<file path="src/rtl/imm_pkg.sv">
// Shared types for the registered immediate generator.
// Holds the imm_src encodings, the pipeline entry struct and the FSM states.
package imm_pkg;

    typedef logic [2:0] imm_src_t;

    localparam imm_src_t IMM_I    = 3'b000;
    localparam imm_src_t IMM_S    = 3'b001;
    localparam imm_src_t IMM_B    = 3'b010;
    localparam imm_src_t IMM_J    = 3'b011;
    localparam imm_src_t IMM_JALR = 3'b100;
    localparam imm_src_t IMM_U    = 3'b101;
    localparam imm_src_t IMM_Z    = 3'b110;

    // Entry fields are sized for the widest legal XLEN; narrower builds
    // zero-fill the upper bits and ignore them on the way out.
    localparam int unsigned IMM_MAX_W = 64;

    typedef struct packed {
        logic [IMM_MAX_W-1:0] imm;
        logic [IMM_MAX_W-1:0] target;
        imm_src_t             src;
    } imm_entry_t;

    typedef enum logic [1:0] {
        ST_EMPTY = 2'd0,
        ST_ONE   = 2'd1,
        ST_FULL  = 2'd2
    } pipe_state_t;

endpackage

</file>
<file path="src/rtl/imm_decode.sv">
// Combinational RV32I/RV64I immediate extraction and sign extension.
// Ports: instr[31:7], imm_src -> imm (XLEN). Macro IMM_GEN_ZICSR_EN adds zimm.
import imm_pkg::*;

module imm_decode #(
    parameter int XLEN = 32
) (
    input  logic [24:0]     instr,
    input  imm_src_t        imm_src,
    output logic [XLEN-1:0] imm
);

    // Re-index so bit numbers match the architectural instruction word.
    logic [31:7]        w_i;
    logic signed [31:0] w_s;

    assign w_i = instr;

    always_comb begin
        w_s = {{20{w_i[31]}}, w_i[31:20]};
        case (imm_src)
            IMM_S: w_s = {{20{w_i[31]}}, w_i[31:25], w_i[11:7]};
            IMM_B: w_s = {{19{w_i[31]}}, w_i[31], w_i[7],
                          w_i[30:25], w_i[11:8], 1'b0};
            IMM_J: w_s = {{11{w_i[31]}}, w_i[31], w_i[19:12],
                          w_i[20], w_i[30:21], 1'b0};
            IMM_U: w_s = {w_i[31:12], 12'b0};
            default: w_s = {{20{w_i[31]}}, w_i[31:20]};
        endcase
        // Signed cast widens from bit 31 when XLEN=64.
        imm = XLEN'(w_s);
`ifdef IMM_GEN_ZICSR_EN
        if (imm_src == IMM_Z) begin
            imm = XLEN'(w_i[19:15]);
        end
`endif
    end

endmodule

</file>
<file path="src/rtl/imm_gen_pipe.sv">
// Registered immediate generator with pc-relative target and 2-entry skid.
// Ports: clk, rst, flush, in_valid/in_ready, instr, imm_src, pc,
// out_valid/out_ready, imm_ext, target, out_src. Macro: IMM_GEN_ZICSR_EN.
import imm_pkg::*;

module imm_gen_pipe #(
    parameter int XLEN = 32,
    parameter int PC_W = XLEN
) (
    input  logic            clk,
    input  logic            rst,
    input  logic            flush,
    input  logic            in_valid,
    output logic            in_ready,
    input  logic [24:0]     instr,
    input  logic [2:0]      imm_src,
    input  logic [PC_W-1:0] pc,
    output logic            out_valid,
    input  logic            out_ready,
    output logic [XLEN-1:0] imm_ext,
    output logic [PC_W-1:0] target,
    output logic [2:0]      out_src
);

    logic [XLEN-1:0] w_imm;
    logic [PC_W-1:0] w_tgt;
    imm_entry_t      w_new;
    imm_entry_t      r_m;
    imm_entry_t      r_k;
    pipe_state_t     r_state;
    pipe_state_t     w_state_nxt;
    logic            w_accept;
    logic            w_drain;
    logic            w_load_m_new;
    logic            w_load_m_k;
    logic            w_load_k;
    logic            w_unused;

    imm_decode #(.XLEN(XLEN)) u_dec (
        .instr   (instr),
        .imm_src (imm_src),
        .imm     (w_imm)
    );

    assign w_tgt = pc + w_imm[PC_W-1:0];

    always_comb begin
        w_new        = '0;
        w_new.imm    = IMM_MAX_W'(w_imm);
        w_new.target = IMM_MAX_W'(w_tgt);
        w_new.src    = imm_src;
    end

    // Both valid bits are implied by the state register.
    assign out_valid = (r_state != ST_EMPTY);
    assign in_ready  = (r_state != ST_FULL);
    assign w_accept  = in_valid && in_ready;
    assign w_drain   = out_valid && out_ready;

    always_comb begin
        w_state_nxt  = r_state;
        w_load_m_new = 1'b0;
        w_load_m_k   = 1'b0;
        w_load_k     = 1'b0;
        case (r_state)
            ST_EMPTY: begin
                if (w_accept) begin
                    w_state_nxt  = ST_ONE;
                    w_load_m_new = 1'b1;
                end
            end
            ST_ONE: begin
                if (w_accept && w_drain) begin
                    w_load_m_new = 1'b1;
                end else if (w_accept) begin
                    w_state_nxt = ST_FULL;
                    w_load_k    = 1'b1;
                end else if (w_drain) begin
                    w_state_nxt = ST_EMPTY;
                end
            end
            ST_FULL: begin
                if (w_drain) begin
                    w_state_nxt = ST_ONE;
                    w_load_m_k  = 1'b1;
                end
            end
            default: w_state_nxt = ST_EMPTY;
        endcase
        // Kill beats any load; stale data stays but is never marked valid.
        if (flush) begin
            w_state_nxt  = ST_EMPTY;
            w_load_m_new = 1'b0;
            w_load_m_k   = 1'b0;
            w_load_k     = 1'b0;
        end
    end

    always_ff @(posedge clk or posedge rst) begin
        if (rst) begin
            r_state <= ST_EMPTY;
        end else begin
            r_state <= w_state_nxt;
        end
    end

    always_ff @(posedge clk or posedge rst) begin
        if (rst) begin
            r_m <= '0;
            r_k <= '0;
        end else begin
            if (w_load_m_new) begin
                r_m <= w_new;
            end else if (w_load_m_k) begin
                r_m <= r_k;
            end
            if (w_load_k) begin
                r_k <= w_new;
            end
        end
    end

    assign imm_ext = r_m.imm[XLEN-1:0];
    assign target  = r_m.target[PC_W-1:0];
    assign out_src = r_m.src;

    // Upper entry bits are dead when XLEN or PC_W is below 64.
    assign w_unused = ^r_m;

endmodule
</file>
<file path="config.mk">
export PLATFORM = sky130hd
export DESIGN_NAME = imm_gen_pipe
export DESIGN_NICKNAME = d
export VERILOG_FILES = /design/src/rtl/imm_pkg.sv /design/src/rtl/imm_decode.sv /design/src/rtl/imm_gen_pipe.sv
export SDC_FILE = /design/constraint.sdc
export NUM_CORES = 1
export LEC_CHECK = 0
export ABC_CLOCK_PERIOD_IN_PS = 14550
export CAP_MARGIN = 10
export CORE_MARGIN = 1
export CORE_UTILIZATION = 50
export DETAILED_ROUTE_END_ITERATION = 8
export DONT_BUFFER_PORTS = 1
export PLACE_DENSITY = 0.72
export SYNTH_ARGS = -nofsm -noshare
export SYNTH_HDL_FRONTEND = slang
export SYNTH_SLANG_ARGS = --single-unit
</file>
<file path="constraint.sdc">
create_clock -name clk -period 14.55 [get_ports clk]
set_input_delay 2.91 -clock clk [delete_from_list [all_inputs] [get_ports clk]]
set_output_delay 2.91 -clock clk [all_outputs]
set_load 0.02 [all_outputs]
</file>
# [Word-level counts from Yosys, hierarchy flattened]
# Index checks and enable logic that the tools add are counted.
# Widths: inputs -> output; s select.
[word_totals] rom_bits=0 input_bits=65 latch_bits=0 regBits=136 ram_bits=0 out_inout_bits=69 elab_cells=46 memories=0
[op_classes] addsub=1 mul=0 div=0 n_reduce_logical=7 eq_ne=11 bitwise=0 shifts=0 n_lt_le_gt_ge=0 mux=20
[ops] op="$mux 99" count=2
[ops] op="$pmux 31 s4" count=1
[ops] op="$add 32x32->32" count=1
[ops] op="$mux 2" count=6
[ops] op="$mux 1" count=9
[ops] op="$ne 3x3->1 const B" count=3
[ops] op="$eq 3x2->1 const B" count=2
[ops] op="$pmux 2 s3" count=1
[ops] op="$ne 4x4->1 const B" count=1
[ops] op="$reduce_and 4->1" count=1
[ops] op="$reduce_bool 2->1" count=2
[ops] op="$eq 3x1->1 const B" count=1
[ops] op="$eq 3x3->1 const B" count=1
[ops] op="$logic_and 1x1->1" count=3
[ops] op="$eq 2x1->1 const B" count=1
[ops] op="$eq 2x2->1 const B" count=1
[ops] op="$logic_not 2->1" count=1
[ops] op="$ne 2x2->1 const B" count=1
[ops] op="$pmux 1 s2" count=1

# [Longest topological paths before layout]
[logic_depth] word_depth=7 ltp_mapped=17

# [Modules after synthesis]
# A second synthesis with hierarchy kept.
[hier_totals] hier_cells=816 hier_area_um2=7718.7
[by_module_without_submodules] mod="imm_gen_pipe" instances=1 seq_area_each_um2=3403.3 area_each_um2=7200.7 cells_per_inst=738
[by_module_without_submodules] mod="imm_decode" instances=1 seq_area_each_um2=0.0 area_each_um2=518.0 cells_per_inst=78

# [Worst setup path after synthesis]
# No wires, ideal clock.
[synth_path] path_type="input-to-reg" start="in imm_src[1]" end="reg r_k[31] (netlist name)" setup_ns=0.124 cell_stages=13 arrival_time_ns=5.855 setup_slack_ns=8.571 n_path_buf=1 path_cell_list="clkbuf_1 xor2_1 a21boi_1 a31oi_1 inv_1 ha_1 a21oi_1 o21bai_1 a21o_1 a211o_2 a31oi_4 nor4_1 a211o_1"
[synth_via] elab_chain_cells=3
[synth_lines] item="start: declaration" line_no="imm_gen_pipe.sv:16" text="input logic [2:0] imm_src,"
[synth_lines] item="$eq 3x3->1 (tied with other cells)" line_no="imm_decode.sv:21" text="case (imm_src)"
[synth_lines] item="$pmux 31 s4 (*)" line_no="imm_decode.sv:21"
[synth_lines] item="named net u_dec.imm[15]" line_no="imm_decode.sv:10" text="output logic [XLEN-1:0] imm"
[synth_lines] item="$add 32x32->32 (*)" line_no="imm_gen_pipe.sv:45" text="assign w_tgt = pc + w_imm[PC_W-1:0];"
[synth_lines] item="end signal: assignment" line_no="imm_gen_pipe.sv:118" text="r_k <= w_new;"
[synth_lines] item="end: declaration" line_no="imm_gen_pipe.sv:29" text="imm_entry_t r_k;"
# The timed path passes the listed nets; every way through them passes the cells marked *.
# A chain may end at the register's enable or synchronous reset.

# [Worst setup path in the final report]
[layout_path] start="in imm_src[2]" end="reg r_k[31] (netlist name)"
# The elaborated chain is that of the path after synthesis.

==> summary.txt <==
Grt total ovfl = 0
Worst vdd ir = 81.5 uV
CP bufs+invs = 1
Die height = 126 um
Minimum clock period = 5.77 ns
Crit. End Element = flip-flop
PortBufs = 0
Max Root-Sink Buffers = 2
Worst min path class = flip-flop to flip-flop
Syn Inst Count = 880
Final cycle utilization of the critical path = 39.6%
CP max stage cell = xor2_1
CTS tree = done
Pwr dens = 156 nW/um^2
Antenna cells = 0
Setup TNS = 0 ns
MaxCap Viol Count = 0
Area Overhead vs Synth = 9.07%
Maximum clock rate = 173 MHz
Most numerous cell in the Yosys netlist = dfrtp_1
Pin count of the biggest net entering global routing = 111
Total core area = 14800 sq um
DR DRC count = 0
TritonCTS buffer count = 17
Clock Tree Root = clkbuf_16
Post-Route WL = 21.1 mm
Postcts setup bufs = 0
First-pass GRT wire length = 33.8 mm
Number of synthesized flops with an enable pin = 0
Full die area = 15900 sq um
Initial antenna violation count = 0
WS Path Type = input pin to flip-flop
Static Leak = 3.79 nW
Overall Power = 1.31 mW
CTS Sinks = 136
Final slew viol count = 0
Mapped cell area = 7700 sq um
Sequential area share after synthesis = 44.2%
Ys flop type = dfrtp_1
Syn nets = 977
CTS resizes = 0
Synth Area per Inst = 8.75 sq um
RD Place Congestion = 0.918
M1 GR Usage = 38.3%
Max FO, Critical Path = 11
Synth area leaders = dfrtp_1 (44%), nand2_1 (6.1%), o21ai_0 (5.9%)
Post-DP HPWL = 14.5 mm
Met2 usage = 40.6%
Vias per cell = 6.13
Setup-failing EPs final = 0
CP required = 14.86 ns
Synth async-reset ratio = 100%
Yosys top cell by area = dfrtp_1
Clk_skew = 0.00815 ns
Cell Chain, Critical Path = xor2_1 > a21boi_1 > a31oi_1 > inv_1 > ha_1 > a21oi_1 > o21bai_1 > a21o_1 > a211o_2 > a31oi_4 > nor4_1 > a211o_1
DR iter-0 viols = 527
Slew @ Worst Pin = 1.01 ns
Setup crit start kind = input pin
Wire per inst = 20.1 um
Initial Utilization = 52.2%
Worst skew pair latency = 0.43 ns
Clk slew on worst S/H paths = 0.06 ns
CTS H-tree depth = 4
Final #Nets = 948
Busiest metal layer after global routing = met2
# IOs = 134
RSZ-0062 raised after global routing = no
Crit path max-delay family = compound AO/OA/AOI/OAI gates
CP arrival = 6.08 ns
Synth cell count leaders = dfrtp_1 (136), nand2_1 (125), o21ai_0 (90)
Outcome = finished, final reports clean
GRT met3 Usage = 9.05%
Synth Warn # = 0
Post-synthesis register bit count = 136
Layout cell share with drive strength beyond 1 = 6.71%
Drt pass-1 iters = 6
Post-cts hold buffer count = 0
Number of global-route vias before repair = 5999
FP Rows = 44
Via Count = 6425
Overall die width = 126 um
Slew headroom = 32.8%
ANT nets after route = 0
GRT Total Usage = 27.7%
Distinct cells, synth = 59
Post-synth top area share = 44.2%
Final Hold Viols = 0
Slowest cell delay on critical path = 0.48 ns
[power breakdown]
part	switching, mW	internal (mW)	total [mW]
Combinational	0.157	0.112	0.269
Clock	0.170	0.266	0.436
Sequential	0.123	0.479	0.602
Total	0.450	0.858	1.31
[logic make-up (layout without fill, tap and decap cells)]
logic type / Yosys count / count (layout) / share of synthesized area [%]
xor gates and xnor gates: 28 / 28 / 3.19
AOI/OAI and AO/OA: 303 / 303 / 24.3
and+or+nand+nor: 268 / 268 / 15.7
muxes: 21 / 21 / 2.84
buffers and inverters: 92 / 76 / 4.50
DFF: 136 / 136 / 44.2
adders and majority gates: 32 / 32 / 5.30
[sequential cells by signal (all words and copies together) (netlist names)]
signal and count:
r_k 67, imm_ext 32, out_src 3, target 32
r_state 2
[final timing paths]
check / from / endpoint / slack, ns / cells after the start
hold / removal: r_k[17]$_DFFE_PP0P_ / r_k[17]$_DFFE_PP0P_ / 0.48 / 2
setup / recovery: imm_src[2] / r_k[31]$_DFFE_PP0P_ / 8.78 / 12
setup reg to reg: r_state[1]$_DFFE_PP0P_ / imm_ext[6]$_DFFE_PP0P_ / 12.11 / 7
hold reg to reg: r_k[17]$_DFFE_PP0P_ / r_k[17]$_DFFE_PP0P_ / 0.48 / 2
max in group asynchronous: rst / target[29]$_DFFE_PP0P_ / 10.91 / 2
min in group asynchronous: rst / target[5]$_DFFE_PP0P_ / 2.51 / 1
[layout by cell type (no fill, tap or decap), types with 27 or more instances in the layout]
| master | netlist | final |
|---|---|---|
| o21ai_0 | 90 | 90 |
| ha_1 | 31 | 31 |
| dfrtp_1 | 136 | 136 |
| nor2_1 | 56 | 55 |
| a211oi_1 | 27 | 27 |
| inv_1 | 36 | 35 |
| nand2_1 | 125 | 124 |
| a21oi_1 | 87 | 87 |
| a22oi_1 | 27 | 27 |
[metal layers]
layer	part of all wire, %	vias to the layer above
li1	-	3062
met1	45	3093
met5	0	-
met3	8.0	33
met4	2.3	0
met2	45	237
[stage by stage]
step                      hold WS, ns  setup slack [ns]  std cells  utilization [%]  area [sq um]
after detailed placement        0.471              8.37       1016             52.9          7800
after floorplan                 0.445              8.00        880                -          7700
after global placement          0.462              8.51       1016             52.9          7800
after CTS                       0.484              8.80       1048             56.9          8400
after global routing            0.505              8.36       1048             56.9          8400
final                           0.480              8.78       1048             56.9          8400
[worst reg2reg max path: stages, from the launching register on]
cell and delay [ns]:
dfrtp_1 0.41, nor2b_1 0.23, inv_1 0.17, nor3b_2 0.20, buf_4 0.54, nor2_2 0.14
buf_4 0.28, a221o_1 0.35
[layout make-up]
cell class,count,area [sq um]
fillers,1336,6360
clock buffers,22,474
multi-input cells,652,3970
inverters,36,140
flip-flops and latches,136,3400
well taps,184,230
repair buffers,8,60.1
clock inverters,10,120
(Power assumes the default switching activity.)
